### src/rtl/snitch_dresp_reorder.sv
// In-order response reorder buffer for the Snitch core data port.
// Each outgoing request is tagged with a slot ID. Responses may come back in
// any order and are parked in their slot. They are handed to the core strictly
// in request order.
module snitch_dresp_reorder #(
    parameter int unsigned NumIds    = 8,
    parameter int unsigned DataWidth = 32,
    parameter int unsigned IdWidth   = (NumIds > 1) ? $clog2(NumIds) : 1
) (
    input  logic                 clk_i,
    input  logic                 rst_ni,
    // request path: core -> interconnect
    input  logic                 req_valid_i,
    output logic                 req_ready_o,
    output logic                 req_valid_o,
    input  logic                 req_ready_i,
    output logic [IdWidth-1:0]   req_id_o,
    // response path: interconnect -> buffer (always accepted)
    input  logic                 resp_valid_i,
    input  logic [IdWidth-1:0]   resp_id_i,
    input  logic [DataWidth-1:0] resp_data_i,
    input  logic                 resp_error_i,
    // in-order response path: buffer -> core
    output logic                 resp_valid_o,
    input  logic                 resp_ready_i,
    output logic [DataWidth-1:0] resp_data_o,
    output logic                 resp_error_o
);

    localparam int unsigned CntWidth = $clog2(NumIds + 1);
    localparam logic [IdWidth-1:0]  LastId  = IdWidth'(NumIds - 1);
    localparam logic [CntWidth-1:0] FullCnt = CntWidth'(NumIds);

    logic [IdWidth-1:0]   head_q, head_d;
    logic [IdWidth-1:0]   tail_q, tail_d;
    logic [CntWidth-1:0]  cnt_q, cnt_d;
    logic [NumIds-1:0]    alloc_q, alloc_d;
    logic [NumIds-1:0]    filled_q, filled_d;
    logic [NumIds-1:0]    error_q, error_d;
    logic [DataWidth-1:0] data_q [NumIds];
    logic [DataWidth-1:0] data_d [NumIds];

    logic full;
    logic do_alloc;
    logic do_release;

    // Wrap-around increment; NumIds does not have to be a power of two.
    function automatic logic [IdWidth-1:0] next_ptr(input logic [IdWidth-1:0] p);
        return (p == LastId) ? '0 : p + 1'b1;
    endfunction

    // Full depends on the registered count only, so a slot freed this cycle
    // becomes usable next cycle and resp_ready_i never reaches req_ready_o.
    assign full        = (cnt_q == FullCnt);
    assign req_valid_o = req_valid_i & ~full;
    assign req_ready_o = req_ready_i & ~full;
    assign req_id_o    = tail_q;

    // Output straight from the head slot registers: no path from resp_*_i.
    assign resp_valid_o = filled_q[head_q];
    assign resp_data_o  = data_q[head_q];
    assign resp_error_o = error_q[head_q];

    assign do_alloc   = req_valid_o & req_ready_i;
    assign do_release = resp_valid_o & resp_ready_i;

    // Next-state for pointers, count and the per-slot bookkeeping.
    always_comb begin
        head_d   = head_q;
        tail_d   = tail_q;
        cnt_d    = cnt_q;
        alloc_d  = alloc_q;
        filled_d = filled_q;
        error_d  = error_q;
        data_d   = data_q;

        if (do_release) head_d = next_ptr(head_q);
        if (do_alloc)   tail_d = next_ptr(tail_q);

        unique case ({do_alloc, do_release})
            2'b10:   cnt_d = cnt_q + 1'b1;
            2'b01:   cnt_d = cnt_q - 1'b1;
            default: cnt_d = cnt_q;
        endcase

        for (int i = 0; i < int'(NumIds); i++) begin
            if (do_release && (head_q == IdWidth'(i))) begin
                alloc_d[i]  = 1'b0;
                filled_d[i] = 1'b0;
            end
            if (do_alloc && (tail_q == IdWidth'(i))) begin
                alloc_d[i]  = 1'b1;
                filled_d[i] = 1'b0;
            end
            // Responses to free or already-filled slots (e.g. stale IDs from
            // before a reset) are dropped without touching any state.
            if (resp_valid_i && (resp_id_i == IdWidth'(i)) && alloc_q[i] && !filled_q[i]) begin
                filled_d[i] = 1'b1;
                data_d[i]   = resp_data_i;
                error_d[i]  = resp_error_i;
            end
        end
    end

    // State registers, cleared by the asynchronous reset.
    always_ff @(posedge clk_i or negedge rst_ni) begin
        if (!rst_ni) begin
            head_q   <= '0;
            tail_q   <= '0;
            cnt_q    <= '0;
            alloc_q  <= '0;
            filled_q <= '0;
            error_q  <= '0;
            for (int i = 0; i < int'(NumIds); i++) begin
                data_q[i] <= '0;
            end
        end else begin
            head_q   <= head_d;
            tail_q   <= tail_d;
            cnt_q    <= cnt_d;
            alloc_q  <= alloc_d;
            filled_q <= filled_d;
            error_q  <= error_d;
            data_q   <= data_d;
        end
    end

`ifndef SYNTHESIS
    // A response must target an allocated, not-yet-filled slot.
    assert property (@(posedge clk_i) disable iff (!rst_ni)
        resp_valid_i |-> ((32'(resp_id_i) < NumIds) && alloc_q[resp_id_i] && !filled_q[resp_id_i]))
    else $warning("snitch_dresp_reorder: protocol error, response id %0d to free or filled slot", resp_id_i);
`endif

endmodule

### config.mk
export PLATFORM = sky130hd
export DESIGN_NAME = snitch_dresp_reorder
export DESIGN_NICKNAME = d
export VERILOG_FILES = /design/src/rtl/snitch_dresp_reorder.sv
export SDC_FILE = /design/constraint.sdc
export NUM_CORES = 1
export LEC_CHECK = 0
export BUFFER_PORTS_ARGS = -buffer_cell sky130_fd_sc_hd__buf_2
export CAP_MARGIN = 15
export CORE_ASPECT_RATIO = 0.7
export CORE_UTILIZATION = 40
export DETAILED_ROUTE_END_ITERATION = 6
export PLACE_DENSITY_LB_ADDON = 0.05
export SLEW_MARGIN = 10
export SYNTH_ARGS = -nofsm -noshare
export SYNTH_HDL_FRONTEND = slang
export SYNTH_SLANG_ARGS = --single-unit
### constraint.sdc
create_clock -name clk_i -period 2.5 [get_ports clk_i]
set_clock_uncertainty 0.2 [all_clocks]
set_input_delay 0.5 -clock clk_i [delete_from_list [all_inputs] [get_ports clk_i]]
set_output_delay 0.5 -clock clk_i [all_outputs]
set_load 0.01 [all_outputs]
* Word-level counts from Yosys, hierarchy flattened
Index checks and enable logic that the tools add are counted.
Cells by class: add/subtract/negate cells 4, $mul 0, divide/modulo/power cells 0, magnitude comparators 2, equal/unequal tests 24, shifts and indexed selects 0, muxes and demuxes 42, bitwise gates (word level) 6, reductions and logical operators 68
Operators with widths (number):
- 32-bit binary-select mux with 3-bit select | 1
- 32-bit two-way mux | 2
- 1-bit logical AND | 40
- 3-bit == test (second input constant) | 12
- 1-bit two-way mux | 34
- 3-bit nonzero test | 8
- 3-bit by 2-bit == test with 1-bit output (second input constant) | 6
- 2-bit nonzero test | 9
- 3-bit by 1-bit == test with 1-bit output (second input constant) | 3
- 3-bit zero test | 3
- 1-bit zero test | 8
- 4-bit case mux with 2 select lines | 1
- 3-bit by 1-bit adder with 3-bit output (second input constant) | 2
- 1-bit binary-select mux with 3-bit select | 2
- 3-bit two-way mux | 2
- 4-bit by 1-bit adder with 4-bit output (second input constant) | 1
- 1-bit AND | 4
- 4-bit == test (second input constant) | 1
- 4-bit greater-or-equal comparator (second input constant) | 1
- 3-bit by 4-bit less-than comparator with 1-bit output (second input constant) | 1
- 3-bit NOT with 4-bit output | 1
- 4-bit by 1-bit subtractor with 4-bit output (second input constant) | 1
- 2-bit by 1-bit == test with 1-bit output (second input constant) | 1
- 2-bit == test (second input constant) | 1
- 1-bit NOT | 1
Word-level totals: flip-flop bits (word level) 290, latch bits 0, bits in writable memories 0, ROM bits 0, input bits 42, output and inout bits 39, logic and storage cells 181, memories 0

* Logic depth before layout (Yosys ltp)
depth after elaboration 7, mapped depth 12, depth with buffers taken out 10

* Worst setup path after synthesis
Ideal clock, no wire load.
path type register -> register, start point register cnt_q[1], end point register cnt_q[2], library setup time 125 ps, arrival 2366 ps, required time 2175 ps, path slack -191 ps, cell stages (with the launch flop) 12, buffers on the path 1, period minus slack after synthesis 2691 ps, path through dfrtp_1 or4b_1 and3_1 buf_2 clkinv_2 ha_1 xor2_1 ha_1 a21oi_1 xor2_1 nor2_1 xor2_1
On the way: word-level cells in the longest chain between the ends 6, elaborated cells between the ends (all ways) 10, classes of those cells 2 x add/sub; 3 x eq/ne; 1 x mux; 3 x bitwise; 1 x reduce/logical
Ends and longest elaborated chain:
- start: declaration | RTL line 36 | logic [CntWidth-1:0] cnt_q, cnt_d;
- start signal: assignment | RTL line 120 | cnt_q <= cnt_d;
- 4-bit == test | RTL line 54 | assign full = (cnt_q == FullCnt);
- 1-bit NOT | RTL line 55 | assign req_valid_o = req_valid_i & ~full;
- 1-bit AND | RTL line 55
- 1-bit AND | RTL line 64 | assign do_alloc = req_valid_o & req_ready_i;
- 2-bit by 1-bit == test with 1-bit output or 2-bit == test (tied branches) | RTL line 80 | unique case ({do_alloc, do_release})
- 4-bit case mux with 2 select lines or 2-bit nonzero test (tied branches)
Parallel ways exist; a longest one is shown, timed or not. A chain may end at the register's enable or synchronous reset.

* Final worst setup path
start point register head_q[0], end point output port resp_valid_o
On the way: word-level cells in the longest chain between the ends 2
Ends and longest elaborated chain:
- start: declaration | RTL line 34 | logic [IdWidth-1:0] head_q, head_d;
- start signal: assignment | RTL line 108 | head_q <= '0;
- start signal: assignment | RTL line 118 | head_q <= head_d;
- 1-bit binary-select mux with 3-bit select | RTL line 60 | assign resp_valid_o = filled_q[head_q];
- 1-bit two-way mux (implied by the code) | RTL line 60
- end: declaration | RTL line 24 | output logic resp_valid_o,
No other way between the ends. The select of a mux whose other input is x is not followed.

==> impl_summary.txt <==
----------------------------------------------------
[Final layout]
  Area growth syn-to-layout ... 20.2%
  Fill count ... 2,801
  Commonest non-fill, non-tap cells in the layout ... sky130_fd_sc_hd__dfrtp_1 (287), sky130_fd_sc_hd__mux2_2 (237), sky130_fd_sc_hd__nand2_1 (93), sky130_fd_sc_hd__buf_2 (73), sky130_fd_sc_hd__mux4_2 (66)
  Share of final-layout standard cells stronger than drive strength 1 ... a little over half
  Final net count ... 1,076
  Most frequent standard cell in the layout excluding fill and tap cells ... sky130_fd_sc_hd__dfrtp_1
  Final design utilization ... roughly half

[Critical path]
  Reg-to-Reg Start ... head_q[0]
  Max incr delay on CP ... 0.52 ns
  Required time at the endpoint of the critical path ... around 1.8 ns
  Worst-path cell with the longest stage delay ... sky130_fd_sc_hd__dfrtp_4
  Most used cell, CP ... sky130_fd_sc_hd__buf_4
  Crit-path cells ... buf_4 > buf_8 > buf_4 > mux2i_4 > a22oi_2 > and2_4 > buf_6
  Kind of launch point of the worst setup path ... flip-flop
  Data arrival time of the worst path ... 2.22 ns
  Type of destination of the critical path ... primary output
  R2r setup slk ... -0.34 ns
  Critical path class ... reg -> out
  Number of cells on the worst reg-to-reg path ... 13
  Largest fanout on the critical path ... 4
  Endpoint of the most critical register-to-register path ... cnt_q[2]

[Global route]
  Wire length of the first global-routing pass ... 53,500 um
  Vias in the first global route ... slightly below 9,000
  Number of antenna violations at the first check in global routing ... 1
  Grt total ovfl ... 0
  Maximum number of pins on one net before global-route repair ... 56
  Overall track demand over capacity in global routing ... 20.6%

[Clocking]
  Worst-case clock buffer depth ... 3
  # clock sinks ... 290
  Number of levels in the clock H-tree ... 1
  Clock input transition at the sequential cells of the worst setup and hold paths ... 0.06 ns
  Clock network latency to the later pin of the worst-skew pair ... 0.57 ns
  Clock tree from TritonCTS ... yes
  Inserted Clock Buffers ... 30
  Root Buffer Master ... sky130_fd_sc_hd__clkbuf_16

[Placed design]
  Weighted congestion reported at the end of routability-driven placement ... roughly 0.84
  Number of port buffers ... 80
  Setup Slack @ Placement ... -0.0544 ns
  Detail Placement HPWL ... 20,400 um

[STA]
  Number of pins with negative max-slew slack in the final report ... 0
  Max Fclk ... approximately 0.34 GHz
  Unrepaired setup endpoints after global routing ... yes
  Period utilisation layout ... 117%
  Setup Viol. Count Final ... 37
  Pin slew with the least headroom to its limit ... about 0.49 ns
  Count of final hold-check violations ... 0
  Final Hold Slack ... 0.0612 ns
  Final sum of negative setup slack ... -13.28 ns
  Shortest clock period the worst path allows after layout ... just under 3 ns
  Final setup slack of the worst path ... -0.419 ns
  Headroom to the max-slew limit ... between 60% and 70%

[Die]
  Number of top-level design ports ... 81
  DIE WIDTH ... 221 um
  Core Rows ... 55
  Vert. Die Dim ... 155 um
  Starting utilization of the core area ... 41.0%
  Core Area ... between 0.03 and 0.04 mm2
  Area of the die ... ~0.034 mm2

[Worst hold path]
  Hold/Removal Path Class ... in -> reg
  Worst hold path endpoint ... data_q[217]
  Startpoint of the worst hold path ... resp_data_i[25]
  Cell count of the worst hold path ... 2

[Synthesis]
  Cell count after synthesis ... 892
  Post-Syn Nets ... 949
  Area of the mapped netlist ... 0.0134 mm2
  Synthesized area per cell ... ~15 um2
  Share of flip-flops with an asynchronous set or reset after synthesis ... 100%
  #FFs+latches synth ... 290
  Number of different library cells in the post-synthesis netlist ... 46
  Ys Warns ... 0
  Most used DFF post-synth ... sky130_fd_sc_hd__dfrtp_1
  Number of synthesized flops with an enable pin ... 0
  Share of synthesized area occupied by flip-flops and latches ... 54.3%

[Routing]
  Remaining routing DRC violations ... 8
  DR iter-0 viols ... 448
  Detail-routed via count per cell ... ~5.4
  Average routed wire per standard cell ... 22.9 um
  Antenna-violating nets left ... 0
  Drt pass-1 iters ... 6
  Detailed Route WL ... 33,600 um
  Via count ... 7,974

[Run status]
  Violated checks ... DRC, setup timing
  Result of the run ... complete, but fails checks

[Pwr]
  P_leak ... 7.38 nW
  Power density cells ... 1310 mW/mm2
  Worst vdd rail ir drop ... 0.508 mV

[Flow run]
  Max Cap Viol ... 0

----------------------------------------------------
where the power goes:
| part | switching, mW | total, mW | internal (mW) |
|---|---|---|---|
| Combinational | 3.66 | 8.57 | 4.91 |
| Clock | 1.90 | 4.63 | 2.73 |
| Sequential | 1.16 | 7.92 | 6.76 |
worst max-delay path: cells and delay by family (launching register included):
kind	cells	cell delay [ns]
simple gates	1	0.19
buf+inv	4	0.52
flops	1	0.52
compound gates	1	0.24
mux	1	0.19
how the worst max path moves through the flow:
stage	from	end	slack [ns]	depth (start not counted)
finish	head_q[0]	resp_valid_o	-0.42	7
detailed placement	head_q[0]	resp_data_o[21]	-0.05	6
floorplan	cnt_q[0]	cnt_q[2]	-0.01	11
global placement	head_q[0]	resp_data_o[21]	-0.007	6
CTS	head_q[0]	resp_data_o[29]	-0.46	6
global route	head_q[0]	resp_data_o[6]	-0.50	6
final cells by class:
class	instances	area, um2	share of cell area [%]
flip-flops and latches	290	7270	45.2
multi-input cells	538	5980	37.2
repair buffers	148	1230	7.65
clock buffers	48	888	5.53
well taps	427	534	3.32
clock inverters	7	121	0.755
inverters	11	46.3	0.288
diodes	1	2.50	0.0156
synth_stat cells, drive strengths merged, types with 2 or more instances:
library cell / number / share of area, %
nand3: 3 / 0.11
dfrtp: 290 / 54
and3: 2 / 0.094
clkbuf: 16 / 0.45
a22oi: 4 / 0.22
ha: 15 / 1.4
nand2b: 2 / 0.15
nor2b: 4 / 0.19
a21bo: 3 / 0.22
o21ai: 10 / 0.37
inv: 10 / 0.28
buf: 37 / 1.6
xor2: 4 / 0.26
a31oi: 2 / 0.094
a21oi: 2 / 0.075
mux2i: 5 / 0.37
nor4: 3 / 0.23
mux2: 267 / 23
a31o: 4 / 0.26
and4: 3 / 0.20
nand4bb: 2 / 0.17
a211oi: 2 / 0.11
nor2: 5 / 0.14
nand2: 107 / 3.0
and2: 4 / 0.19
mux4: 66 / 11
or4b: 2 / 0.18
nand4: 6 / 0.28
o22ai: 3 / 0.14
flip-flops by register name, indices dropped and copies added, names as in the netlist:
register and count:
alloc_q 8, cnt_q 4, data_q 256, error_q 8, filled_q 8, head_q 3
req_id_o 3
metrics by stage:
step                power [mW]  instance area, um2  std cells
floorplan                 13.2               13400        892
CTS                       21.2               16000       1464
global placement          15.5               14700       1399
finish                    21.1               16100       1470
global route              22.4               16100       1469
detailed placement        15.9               14700       1399
routing by layer:
| layer | up-vias | GRT usage, % | part of all wire (%) |
|---|---|---|---|
| met5 | - | 0 | 0.039 |
| met4 | 2 | 4.89 | 2.2 |
| met3 | 50 | 3.13 | 3.7 |
| met2 | 139 | 32.5 | 46 |
| met1 | 4262 | 30.0 | 48 |
| li1 | 3521 | - | - |
cells by family (layout without fill, tap and decap cells):
family          Yosys count  in the layout  share of synthesized area (%)
flops                   290            290                           54.3
simple gates            148            148                           5.24
fa+ha+maj                15             15                           1.40
xor+xnor                  5              5                          0.328
buf+inv                  64            214                           2.32
other cells               0              1                              0
compound gates           32             32                           1.63
mux                     338            338                           34.8
what timing repair did:
action / in CTS / in global routing
pin swaps: 8 / 10
endpoints found under the hold margin: 51 / 0
hold buffers: 1 / 0
buffers inserted: 7 / 6
resized for setup: 34 / 19
gates cloned: 2 / 0
endpoints found under the setup margin: 38 / 39
No activity file was read; power rests on OpenSTA's default activity.
